<file path="src/rtl/triangle_host_if.sv">
// Bundle of producer, rasterizer and consumer signals around triangle_host.
// slave = the host block itself, master = whatever drives it (harness/rasterizer side).
interface triangle_host_if;
  logic        tri_valid;
  logic        tri_ready;
  logic [17:0] tri_data;
  logic        nt;
  logic [2:0]  xi;
  logic [2:0]  yi;
  logic        busy;
  logic        po;
  logic [2:0]  xo;
  logic [2:0]  yo;
  logic        res_valid;
  logic        res_ready;
  logic [63:0] res_bitmap;
  logic [6:0]  res_count;
  logic        res_err;
  logic        res_dup;

  modport slave (
    input  tri_valid, tri_data, busy, po, xo, yo, res_ready,
    output tri_ready, nt, xi, yi, res_valid, res_bitmap, res_count, res_err, res_dup
  );

  modport master (
    output tri_valid, tri_data, busy, po, xo, yo, res_ready,
    input  tri_ready, nt, xi, yi, res_valid, res_bitmap, res_count, res_err, res_dup
  );
endinterface

</file>
<file path="src/rtl/triangle_host.sv">
// Triangle FIFO + vertex serialiser + pixel collector for the rasterizer port.
// Optional duplicate-pixel detection is built when TRIANGLE_HOST_DUP_CHECK_EN is defined.
//
// state      | meaning
// -----------+----------------------------------------------------------
// ST_IDLE    | waiting for a queued triangle and an idle rasterizer
// ST_SEND1   | nt=1, vertex 1 on xi/yi
// ST_SEND2   | vertex 2 on xi/yi
// ST_SEND3   | vertex 3 on xi/yi
// ST_COLLECT | recording po/xo/yo until busy falls or the timeout hits
// ST_DONE    | result presented on res_*, waiting for res_ready
module triangle_host #(
  parameter int DEPTH   = 4,
  parameter int TIMEOUT = 255
) (
  input  logic            clk,
  input  logic            reset,
  triangle_host_if.slave  bus
);

  typedef enum logic [2:0] {
    ST_IDLE,
    ST_SEND1,
    ST_SEND2,
    ST_SEND3,
    ST_COLLECT,
    ST_DONE
  } state_t;

  localparam int AW = (DEPTH > 1) ? $clog2(DEPTH) : 1;
  localparam int CW = AW + 1;
  localparam int TW = $clog2(TIMEOUT + 1);

  logic [17:0]   mem_q [DEPTH];
  logic [17:0]   mem_d [DEPTH];
  logic [AW-1:0] wr_ptr_q, wr_ptr_d;
  logic [AW-1:0] rd_ptr_q, rd_ptr_d;
  logic [CW-1:0] cnt_q, cnt_d;
  logic          tri_ready_q, tri_ready_d;

  state_t        state_q, state_d;
  logic [11:0]   tri_q, tri_d;
  logic          nt_q, nt_d;
  logic [2:0]    xi_q, xi_d;
  logic [2:0]    yi_q, yi_d;
  logic [63:0]   bitmap_q, bitmap_d;
  logic [6:0]    count_q, count_d;
  logic          err_q, err_d;
  logic          busy_seen_q, busy_seen_d;
  logic [TW-1:0] to_q, to_d;
  logic          res_valid_q, res_valid_d;
`ifdef TRIANGLE_HOST_DUP_CHECK_EN
  logic          dup_q, dup_d;
`endif

  logic          push;
  logic          pop;
  logic          fifo_empty;
  logic [17:0]   head;
  logic [5:0]    pix_idx;

  assign push       = bus.tri_valid && tri_ready_q;
  assign fifo_empty = (cnt_q == '0);
  assign head       = mem_q[rd_ptr_q];
  assign pix_idx    = {bus.yo, bus.xo};

  always_comb begin
    mem_d    = mem_q;
    wr_ptr_d = wr_ptr_q;
    rd_ptr_d = rd_ptr_q;
    cnt_d    = cnt_q;
    if (push) begin
      mem_d[wr_ptr_q] = bus.tri_data;
      wr_ptr_d        = wr_ptr_q + AW'(1);
    end
    if (pop) begin
      rd_ptr_d = rd_ptr_q + AW'(1);
    end
    case ({push, pop})
      2'b10:   cnt_d = cnt_q + CW'(1);
      2'b01:   cnt_d = cnt_q - CW'(1);
      default: cnt_d = cnt_q;
    endcase
    tri_ready_d = (cnt_d != CW'(DEPTH));
  end

  always_comb begin
    state_d     = state_q;
    pop         = 1'b0;
    tri_d       = tri_q;
    nt_d        = 1'b0;
    xi_d        = xi_q;
    yi_d        = yi_q;
    bitmap_d    = bitmap_q;
    count_d     = count_q;
    err_d       = err_q;
    busy_seen_d = busy_seen_q;
    to_d        = to_q;
    res_valid_d = 1'b0;
`ifdef TRIANGLE_HOST_DUP_CHECK_EN
    dup_d       = dup_q;
`endif

    case (state_q)
      ST_IDLE: begin
        if (!fifo_empty && !bus.busy) begin
          pop         = 1'b1;
          tri_d       = head[11:0];
          nt_d        = 1'b1;
          xi_d        = head[17:15];
          yi_d        = head[14:12];
          bitmap_d    = '0;
          count_d     = '0;
          err_d       = 1'b0;
          busy_seen_d = 1'b0;
          to_d        = '0;
`ifdef TRIANGLE_HOST_DUP_CHECK_EN
          dup_d       = 1'b0;
`endif
          state_d     = ST_SEND1;
        end
      end
      ST_SEND1: begin
        xi_d    = tri_q[11:9];
        yi_d    = tri_q[8:6];
        state_d = ST_SEND2;
      end
      ST_SEND2: begin
        xi_d    = tri_q[5:3];
        yi_d    = tri_q[2:0];
        state_d = ST_SEND3;
      end
      ST_SEND3: begin
        state_d = ST_COLLECT;
      end
      ST_COLLECT: begin
        // Pixels are recorded even on the exit cycle so the last po is never lost.
        if (bus.po) begin
`ifdef TRIANGLE_HOST_DUP_CHECK_EN
          if (bitmap_q[pix_idx]) begin
            dup_d = 1'b1;
          end
`endif
          bitmap_d[pix_idx] = 1'b1;
          if (count_q != 7'h7F) begin
            count_d = count_q + 7'd1;
          end
        end
        if (bus.busy) begin
          busy_seen_d = 1'b1;
        end
        to_d = to_q + TW'(1);
        if (busy_seen_q && !bus.busy) begin
          state_d     = ST_DONE;
          res_valid_d = 1'b1;
        end else if (to_q == TW'(TIMEOUT - 1)) begin
          state_d     = ST_DONE;
          err_d       = 1'b1;
          res_valid_d = 1'b1;
        end
      end
      ST_DONE: begin
        if (bus.res_ready) begin
          state_d = ST_IDLE;
        end else begin
          res_valid_d = 1'b1;
        end
      end
      default: begin
        state_d = ST_IDLE;
      end
    endcase
  end

  always_ff @(posedge clk or negedge reset) begin
    if (!reset) begin
      for (int i = 0; i < DEPTH; i++) begin
        mem_q[i] <= '0;
      end
      wr_ptr_q    <= '0;
      rd_ptr_q    <= '0;
      cnt_q       <= '0;
      tri_ready_q <= 1'b1;
      state_q     <= ST_IDLE;
      tri_q       <= '0;
      nt_q        <= 1'b0;
      xi_q        <= '0;
      yi_q        <= '0;
      bitmap_q    <= '0;
      count_q     <= '0;
      err_q       <= 1'b0;
      busy_seen_q <= 1'b0;
      to_q        <= '0;
      res_valid_q <= 1'b0;
    end else begin
      mem_q       <= mem_d;
      wr_ptr_q    <= wr_ptr_d;
      rd_ptr_q    <= rd_ptr_d;
      cnt_q       <= cnt_d;
      tri_ready_q <= tri_ready_d;
      state_q     <= state_d;
      tri_q       <= tri_d;
      nt_q        <= nt_d;
      xi_q        <= xi_d;
      yi_q        <= yi_d;
      bitmap_q    <= bitmap_d;
      count_q     <= count_d;
      err_q       <= err_d;
      busy_seen_q <= busy_seen_d;
      to_q        <= to_d;
      res_valid_q <= res_valid_d;
    end
  end

`ifdef TRIANGLE_HOST_DUP_CHECK_EN
  always_ff @(posedge clk or negedge reset) begin
    if (!reset) begin
      dup_q <= 1'b0;
    end else begin
      dup_q <= dup_d;
    end
  end
  assign bus.res_dup = dup_q;
`else
  assign bus.res_dup = 1'b0;
`endif

  assign bus.tri_ready  = tri_ready_q;
  assign bus.nt         = nt_q;
  assign bus.xi         = xi_q;
  assign bus.yi         = yi_q;
  assign bus.res_valid  = res_valid_q;
  assign bus.res_bitmap = bitmap_q;
  assign bus.res_count  = count_q;
  assign bus.res_err    = err_q;

endmodule

</file>
<file path="src/flat_wrapper.sv">
// flat-port wrapper written by rule: the top's interface ports become plain ports
module triangle_host_flat 
#(
  parameter int DEPTH   = 4,
  parameter int TIMEOUT = 255
)
  (clk, reset, bus_tri_valid, bus_tri_data, bus_busy, bus_po, bus_xo, bus_yo, bus_res_ready, bus_tri_ready, bus_nt, bus_xi, bus_yi, bus_res_valid, bus_res_bitmap, bus_res_count, bus_res_err, bus_res_dup);
  triangle_host_if bus_i ();
  input  logic clk;
  input  logic reset;
  input wire logic [$bits(bus_i.tri_valid)-1:0] bus_tri_valid;
  input wire logic [$bits(bus_i.tri_data)-1:0] bus_tri_data;
  input wire logic [$bits(bus_i.busy)-1:0] bus_busy;
  input wire logic [$bits(bus_i.po)-1:0] bus_po;
  input wire logic [$bits(bus_i.xo)-1:0] bus_xo;
  input wire logic [$bits(bus_i.yo)-1:0] bus_yo;
  input wire logic [$bits(bus_i.res_ready)-1:0] bus_res_ready;
  output wire logic [$bits(bus_i.tri_ready)-1:0] bus_tri_ready;
  output wire logic [$bits(bus_i.nt)-1:0] bus_nt;
  output wire logic [$bits(bus_i.xi)-1:0] bus_xi;
  output wire logic [$bits(bus_i.yi)-1:0] bus_yi;
  output wire logic [$bits(bus_i.res_valid)-1:0] bus_res_valid;
  output wire logic [$bits(bus_i.res_bitmap)-1:0] bus_res_bitmap;
  output wire logic [$bits(bus_i.res_count)-1:0] bus_res_count;
  output wire logic [$bits(bus_i.res_err)-1:0] bus_res_err;
  output wire logic [$bits(bus_i.res_dup)-1:0] bus_res_dup;
  assign bus_i.tri_valid = bus_tri_valid;
  assign bus_i.tri_data = bus_tri_data;
  assign bus_i.busy = bus_busy;
  assign bus_i.po = bus_po;
  assign bus_i.xo = bus_xo;
  assign bus_i.yo = bus_yo;
  assign bus_i.res_ready = bus_res_ready;
  assign bus_tri_ready = bus_i.tri_ready;
  assign bus_nt = bus_i.nt;
  assign bus_xi = bus_i.xi;
  assign bus_yi = bus_i.yi;
  assign bus_res_valid = bus_i.res_valid;
  assign bus_res_bitmap = bus_i.res_bitmap;
  assign bus_res_count = bus_i.res_count;
  assign bus_res_err = bus_i.res_err;
  assign bus_res_dup = bus_i.res_dup;
  triangle_host #(.DEPTH(DEPTH), .TIMEOUT(TIMEOUT)) u_core (.clk(clk), .reset(reset), .bus(bus_i));
endmodule
</file>
<file path="config.mk">
export PLATFORM = sky130hd
export DESIGN_NAME = triangle_host_flat
export DESIGN_NICKNAME = d
export VERILOG_FILES = /design/src/rtl/triangle_host_if.sv /design/src/rtl/triangle_host.sv /design/src/flat_wrapper.sv
export SDC_FILE = /design/constraint.sdc
export NUM_CORES = 1
export LEC_CHECK = 0
export CAP_MARGIN = 20
export CORE_MARGIN = 2
export CORE_UTILIZATION = 30
export DETAILED_ROUTE_END_ITERATION = 7
export PLACE_DENSITY = 0.53
export SETUP_SLACK_MARGIN = 0.02
export SYNTH_ARGS = -nofsm -noshare
export SYNTH_HDL_FRONTEND = slang
export SYNTH_SLANG_ARGS = --single-unit
</file>
<file path="constraint.sdc">
create_clock -name clk -period 2.6 [get_ports clk]
set_clock_uncertainty 0.05 [all_clocks]
set_input_delay 0.52 -clock clk [delete_from_list [all_inputs] [get_ports clk]]
set_output_delay 0.52 -clock clk [all_outputs]
set_load 0.05 [all_outputs]
</file>
* Word-level counts from Yosys, hierarchy flattened
Cells that the tools add are included.
** Word-level totals
- Flip-flop bits (word level) :: 184
- Input bits :: 30
- Output and inout port bits :: 82
- Word-level logic and storage cells :: 109
** Cells by class
- Add/sub/neg operators :: 6
- $lt $le $gt $ge :: 5
- Eq/ne operators :: 18
- Muxes and demuxes :: 39
- Bitwise logic cells :: 3
- Reductions and logical operators :: 19
** Operators by type and width (number)
- $mux 64 :: 2
- $pmux 64 s2 :: 1
- $bwmux 72 :: 1
- $or 64x64->64 :: 1
- $mux 18 :: 3
- $bmux 18 s2 :: 1
- $demux 18 s2 :: 1
- $mux 7 :: 3
- $mux 3 :: 6
- $pmux 3 s3 :: 2
- $pmux 3 s6 :: 1
- $pmux 8 s2 :: 1
- $pmux 7 s2 :: 1
- $mux 1 :: 10
- $reduce_and 3->1 :: 3
- $add 8x1->8 const B :: 1
- $eq 8x8->1 const B :: 1
- $mux 8 :: 1
- $ne 2x2->1 const B :: 4
- $reduce_and 4->1 :: 2
- $add 7x1->7 const B :: 1
- $lt 6x7->1 const B :: 1
- $ne 7x7->1 const B :: 1
- $demux 1 s6 :: 1
- 23 further kinds :: 40

* Longest topological paths before layout
Gate-level depths: netlist (run 1).
- Depth in word-level cells :: 8
- Gate-level depth with buffers :: 13

* Worst setup path before layout (run 1)
Ideal clock, no wire load.
- Kind :: input to register
- Start :: input port bus_busy
- End :: register u_core.tri_ready_q (netlist: u_core.bus.tri_ready)
- Setup time :: 82 ps
- Arrival :: 2290 ps
- Data required time :: 2468 ps
- Setup slack :: 178 ps
- Stages :: 12
- Path buffers :: 2
- Cells stage by stage :: nor2_1 > nand2_1 > inv_1 > buf_2 > buf_2 > ha_1 > inv_1 > fa_1 > xor2_1 > nor2_1 > xor2_1 > nand2_1
** Between the ends
- Word-level cells in the longest chain between the ends :: 7
- Elaborated cells on any way between the ends :: 8
- Classes of those cells :: eq/ne (3); mux (3); reduce/logical (2)
** RTL lines
- start, declared :: RTL line flat_wrapper.sv:13 : input wire logic [$bits(bus_i.busy)-1:0] bus_busy;
- $logic_not 1->1 * :: RTL line triangle_host.sv:106 : if (!fifo_empty && !bus.busy) begin
- $logic_and 1x1->1 * :: RTL line triangle_host.sv:106
- $mux 1 * (2 in a row)
- named net u_core.nt_d :: RTL line triangle_host.sv:43 : logic nt_q, nt_d;
- $eq 2x1->1 / $eq 2x2->1 (equally long branches) :: RTL line triangle_host.sv:79 : case ({push, pop})
- $pmux 3 s2 * :: RTL line triangle_host.sv:79
- named net u_core.cnt_d[2] :: RTL line triangle_host.sv:38 : logic [CW-1:0] cnt_q, cnt_d;
- $ne 3x3->1 * :: RTL line triangle_host.sv:84 : tri_ready_d = (cnt_d != CW'(DEPTH));
- named net u_core.tri_ready_d :: RTL line triangle_host.sv:39 : logic tri_ready_q, tri_ready_d;
- end signal, assigned :: RTL line triangle_host.sv:200 : tri_ready_q <= tri_ready_d;
- end, declared :: RTL line triangle_host.sv:39
The timed path passes the listed nets; every way through them passes the cells marked *.
A chain may end at the register's enable or synchronous reset.

* Final worst setup path (run 1)
- Start :: register u_core.tri_ready_q (netlist: u_core.bus.tri_ready)
- End :: output port bus_tri_ready
** RTL lines
- end, declared :: RTL line flat_wrapper.sv:18 : output wire logic [$bits(bus_i.tri_ready)-1:0] bus_tri_ready;
No word-level cell between the ends.

==> flow_metrics.tcl, run 1 <==
set metrics [dict create \
    status "finished clean" \
    dieArea_um2 27900 \
    grt.busiest_layer "met2" \
    yosys.area.top_type "dfrtp_1" \
    drt_iter0_drc 365 \
    slew_viol_final 0 \
    crit_required_ns 2.03 \
    critPathMaxFanout 6 \
    cp_data_arrival_time_ns 1.87 \
    die_y_um 167 \
    p_per_area_nw_per_um2 1070 \
    antenna_found_initial 0 \
    cp_cell_sequence "clkdlybuf4s50_1" \
    start_util_pct 30.6 \
    final_common_cell "dfrtp_1" \
    async_flop_share_pct 100 \
    met2_usage_pct 23.4 \
    post-cts-setup-buffers 0 \
    fin_nets 792 \
    rsz0062_at_grt "no" \
    cp-start-kind "flop" \
    setup_violations 0 \
    cts_tree "done" \
    cp-end-kind "primary output" \
    worstMarginPinSlew_ns 0.910 \
    multi_input_area_um2 3120 \
    die_w_um 167 \
    final_hold_viol_count 0 \
    ys.flop_type "dfrtp_1" \
    power_frac_comb_pct 36.5 \
    ios 112 \
    switching_share_pct 34.3 \
    slowest_delay_ns 0.83 \
    fin_crit_sh_pct 94.0 \
    firstDrtPassIters 4 \
    synth.area.top_cells "dfrtp_1 57%, mux2_2 12%, a21oi_1 4.1%" \
    ys_ff_latch 184 \
    slew-limit-headroom_pct 39.2 \
    synth_top_area_share_pct 57.4 \
    place.gp.congestion 0.719 \
    final_util_pct 38.9 \
    synth_cell_types 53 \
    cts_resized 0 \
    clockBufferDepth 2 \
    via_count 5255 \
    p_leak_nw 4.44 \
    synth_nets 673 \
    layout-drive-gt1-share_pct 22.9 \
    pwr-share-clk_pct 23.6 \
    final.setup.tns_ns 0 \
    seqPwrFrac_pct 39.9 \
    cts_sinks 184 \
    synth_cells 634 \
    hold_path_class "reg -> reg" \
    area_growth_pct 26.9 \
    io_buffers 110 \
    antenna_cells 0 \
    via_per_inst 4.78 \
    regArea_um2 4610 \
    syn_avg_cell_area_um2 12.6 \
    fp-row-count 59 \
    ctsHtreeMaxLevel 4 \
    grt_max_degree 86 \
    maxCapViolations 0 \
    routed_wl_um 19300 \
    fp.coreArea_um2 26100 \
    grt_pass1_vias 5550 \
    yosysWarnings 0 \
    vdd_drop_max_mv 0.684 \
    ctsRootBufferMaster "clkbuf_16" \
    clock_latency_ns 0.43 \
    fmax_mhz 409 \
    critical-path-top-delay-family "buffers and inverters" \
    drc 0 \
    nFillCells 2523 \
    slowest_stage "clkdlybuf4s50_1" \
    grt_pass1_wl_um 31900 \
    wl_per_cell_um 17.6 \
    whs_ns 0.446 \
    period_needed_ns 2.44 \
    p_switching_mw 3.72 \
    intPower_mw 7.14 \
    hpwl_um 13000 \
    worstSetupPathType "reg -> out" \
    fin_area_um2 10100 \
    r2r_slack_ns 0.55 \
    final_antenna_net_count 0 \
    grt_util_all_layers_pct 14.6 \
    postPlaceCellArea_um2 9540 \
    seq_area_frac_synth_pct 57.7 \
    critPathBufInv 1 \
    met3_usage_pct 3.28 \
    final_cell_mix "183 x dfrtp_1, 109 x clkdlybuf4s50_1, 87 x mux2_2" \
    met1_usage_pct 20.4 \
    p_total_mw 10.9 \
    synth_edf_count 0 \
    numCtsBuffers 17 \
    globalRoute.totalOverflow 0 \
    clkTransAtPathRegs_ns 0.07 \
    syn_area_um2 7980 \
]
==> kinds of logic after synthesis <==
kind of cell             Yosys count  share of synthesized area [%]
AO/OA/AOI/OAI                    110                           8.45
XOR/XNOR                           8                          0.878
adder cells (fa/ha/maj)            9                           1.51
buffers and inverters             48                           3.20
flip-flops                       184                           57.7
multiplexers                     114                           17.5
other                              1                         0.0470
AND/OR/NAND/NOR                  160                           10.6
==> through the flow <==
stage                     setup slack [ns]  instances
final                                0.155       1099
after global routing                 0.106       1099
after CTS                            0.118       1099
after detailed placement          0.000378       1068
after global placement              0.0512       1068
after floorplan                      0.178        634
==> flip-flops by register name, indices dropped and copies added (netlist names), 2 cells and up <==
register               flops
u_core.bus.res_count       7
u_core.state_q             3
u_core.rd_ptr_q            2
u_core.tri_q              12
u_core.bus.xi              3
u_core.bus.yi              3
u_core.mem_q              72
u_core.cnt_q               3
u_core.to_q                8
u_core.bus.res_bitmap     64
u_core.wr_ptr_q            2
==> area by class of cell <==
cell class / count / area share [%]
Inverter: 11 / 0.408
Clock buffer: 17 / 4.20
Tap cell: 335 / 4.14
Multi-Input combinational cell: 402 / 30.8
Timing Repair Buffer: 137 / 13.5
Sequential cell: 184 / 45.5
Clock inverter: 13 / 1.45
==> power groups by stage <==
stage               Sequential [mW]  Combinational, mW  Clock, mW
floorplan                      4.62               2.58          0
global placement               4.36               3.98          0
detailed placement             4.38               4.03          0
CTS                            4.33               4.04       2.63
global route                   4.46               4.34       2.75
finish                         4.33               3.96       2.56
==> metal layers <==
metal,share of wire (%),vias to the layer above
met2,47,136
met5,0,-
met1,48,2629
met3,4.8,9
li1,-,2481
met4,0.64,0
==> final timing paths <==
kind / start / endpoint / cells past startpoint
min reg2reg: u_core.bus.res_err / u_core.bus.res_err / 2
min in group asynchronous: reset / u_core.bus.nt / 2
max: u_core.bus.tri_ready / bus_tri_ready / 1
max in group asynchronous: reset / u_core.rd_ptr_q[1] / 3
min: u_core.bus.res_err / u_core.bus.res_err / 2
max reg2reg: u_core.cnt_q[0] / u_core.bus.tri_ready / 11
==> synthesized netlist by cell type, types with 3 or more instances <==
| cell | count |
|---|---|
| nor2_1 | 78 |
| and3b_1 | 3 |
| nand2b_1 | 4 |
| nor2b_4 | 6 |
| mux2_2 | 87 |
| a2bb2oi_1 | 5 |
| mux4_2 | 12 |
| nand3_2 | 4 |
| nand3_1 | 4 |
| mux2i_1 | 15 |
| nor3b_1 | 6 |
| ha_1 | 8 |
| clkbuf_1 | 7 |
| dfrtp_1 | 183 |
| buf_2 | 21 |
| nand3b_1 | 4 |
| o21ai_0 | 13 |
| o221ai_1 | 5 |
| buf_4 | 5 |
| nand2_1 | 24 |
| a21oi_1 | 65 |
| xnor2_1 | 4 |
| a22o_1 | 5 |
| buf_6 | 4 |
| xor2_1 | 4 |
| nor3_1 | 9 |
| inv_1 | 11 |
| and3_1 | 7 |
==> timing repair <==
item / 4_1_cts / 5_1_grt
endpoints found under the hold margin: 36 / 0
setup endpoints to repair: 0 / 0
hold buffers: 1 / 0
No activity file was read; power rests on OpenSTA's default activity.
==> run 2: changes to the inputs <==
CORE_MARGIN = unset   (was 2)
SETUP_SLACK_MARGIN = unset   (was 0.02)
SKIP_CTS_REPAIR_TIMING = 1   (was unset)
==> flow_metrics.tcl, run 2 (same netlist as run 1, synthesis figures left out) <==
set metrics [dict create \
    status "finished, violations left" \
    violations "hold timing" \
    p_total_mw 10.9 \
    crit_required_ns 2.03 \
    clock_latency_ns 0.43 \
    grt_pass1_vias 5286 \
    rsz0062_at_grt "no" \
    final_antenna_net_count 0 \
    fmax_mhz 407 \
    drt_iter0_drc 389 \
    fp-row-count 59 \
    place.gp.congestion 0.736 \
    antenna_found_initial 0 \
    largest_reg_flops 72 \
    firstDrtPassIters 4 \
    final_hold_viol_count 2 \
    final_cell_mix "183 x dfrtp_1, 109 x clkdlybuf4s50_1, 87 x mux2_2" \
    numCtsBuffers 17 \
    cp_cell_sequence "clkdlybuf4s50_1" \
    setup_violations 0 \
    fin_nets 792 \
    globalRoute.totalOverflow 0 \
    die_y_um 165 \
    drc 0 \
    critPathMaxFanout 6 \
    grt_max_degree 86 \
    cp-end-kind "primary output" \
    dieArea_um2 27300 \
    slowest_delay_ns 0.83 \
    antenna_cells 0 \
    area_growth_pct 27.0 \
    cp-start-kind "flop" \
    top_register "u_core.mem_q" \
    hpwl_um 13000 \
    critPathBufInv 1 \
    via_count 5311 \
    grt_util_all_layers_pct 15.0 \
    maxCapViolations 0 \
    final.setup.tns_ns 0 \
    slowest_stage "clkdlybuf4s50_1" \
    die_w_um 165 \
    cts_sinks 184 \
    io_buffers 110 \
    cp_data_arrival_time_ns 1.88 \
    cts_tree "done" \
    fp.coreArea_um2 26100 \
    slew-limit-headroom_pct 36.3 \
    p_per_area_nw_per_um2 1070 \
    via_per_inst 4.82 \
    routed_wl_um 19200 \
    wl_per_cell_um 17.4 \
    vdd_drop_max_mv 0.690 \
    grt_pass1_wl_um 30600 \
    final_common_cell "dfrtp_1" \
    fin_crit_sh_pct 94.4 \
    p_leak_nw 4.45 \
    worstSetupPathType "reg -> out" \
    ios 112 \
    clkTransAtPathRegs_ns 0.07 \
    worstMarginPinSlew_ns 0.954 \
    clockBufferDepth 2 \
    critical-path-top-delay-family "buffers and inverters" \
    start_util_pct 30.6 \
    hold_path_class "in -> async" \
    slew_viol_final 0 \
    ctsRootBufferMaster "clkbuf_16" \
    period_needed_ns 2.45 \
    ctsHtreeMaxLevel 4 \
    final_util_pct 38.9 \
    layout-drive-gt1-share_pct 23.2 \
    whs_ns -0.00499 \
]
run 2: cell count changes in the layout (fill, tap and decap cells not counted):
cell           previous run  this run
bufinv_16                 2         0
clkbuf_8                  0         1
inv_6                     4         5
buf_6                     1         0
clkinv_8                  0         2
inv_8                     0         5
clkinv_4                  3         1
buf_4                    21        22
dlygate4sd3_1             1         0
clkinvlp_4                2         1
clkinv_2                  2         1
run 2: worst paths after layout:
kind,cells past startpoint,slack [ns],start,endpoint
max,1,0.15,u_core.bus.tri_ready,bus_tri_ready
max reg2reg,10,0.53,u_core.state_q[1],u_core.bus.tri_ready
min in group clk,1,0.45,u_core.to_q[7],u_core.to_q[7]
max in group asynchronous,2,1.84,reset,u_core.bus.res_bitmap[37]
min reg2reg,1,0.45,u_core.to_q[7],u_core.to_q[7]
min,1,-0.005,reset,u_core.mem_q[43]
run 2: per-layer routing:
layer,up-vias,global-route usage (%),part of all wire (%)
li1,2481,-,-
met1,2683,21.0,48
met2,137,23.1,46
met3,10,3.32,5.3
met4,0,4.17,0.93
met5,-,0,0
run 2: final cells by class:
| type | count | area (um2) |
|---|---|---|
| clock inverter | 15 | 154 |
| sequential | 184 | 4610 |
| timing repair buffer | 137 | 1370 |
| inverter | 11 | 41.3 |
| clock buffer | 17 | 425 |
| multi-input combinational | 402 | 3120 |
| tap | 335 | 419 |
| fill | 2561 | 15900 |
run 2: worst register-to-register path: stages (launching register included):
cell	delay (ns)
dfrtp_1	0.39
nor3_1	0.22
nand2_1	0.12
inv_2	0.09
ha_1	0.18
inv_1	0.06
fa_1	0.37
xor2_1	0.15
nor2_1	0.11
xor2_1	0.19
nand2_1	0.07
run 2: metrics by stage:
step                setup slack (ns)  cells  cell area [um2]
floorplan                      0.178    634             7980
global placement              0.0789   1069             9550
detailed placement            0.0618   1069             9550
CTS                            0.104   1101            10100
global route                  0.0806   1101            10100
finish                         0.145   1101            10100
run 2: power breakdown:
group / internal [mW] / switching (mW)
combinational: 1.92 / 2.07
clock: 1.29 / 1.27
sequential: 3.79 / 0.532
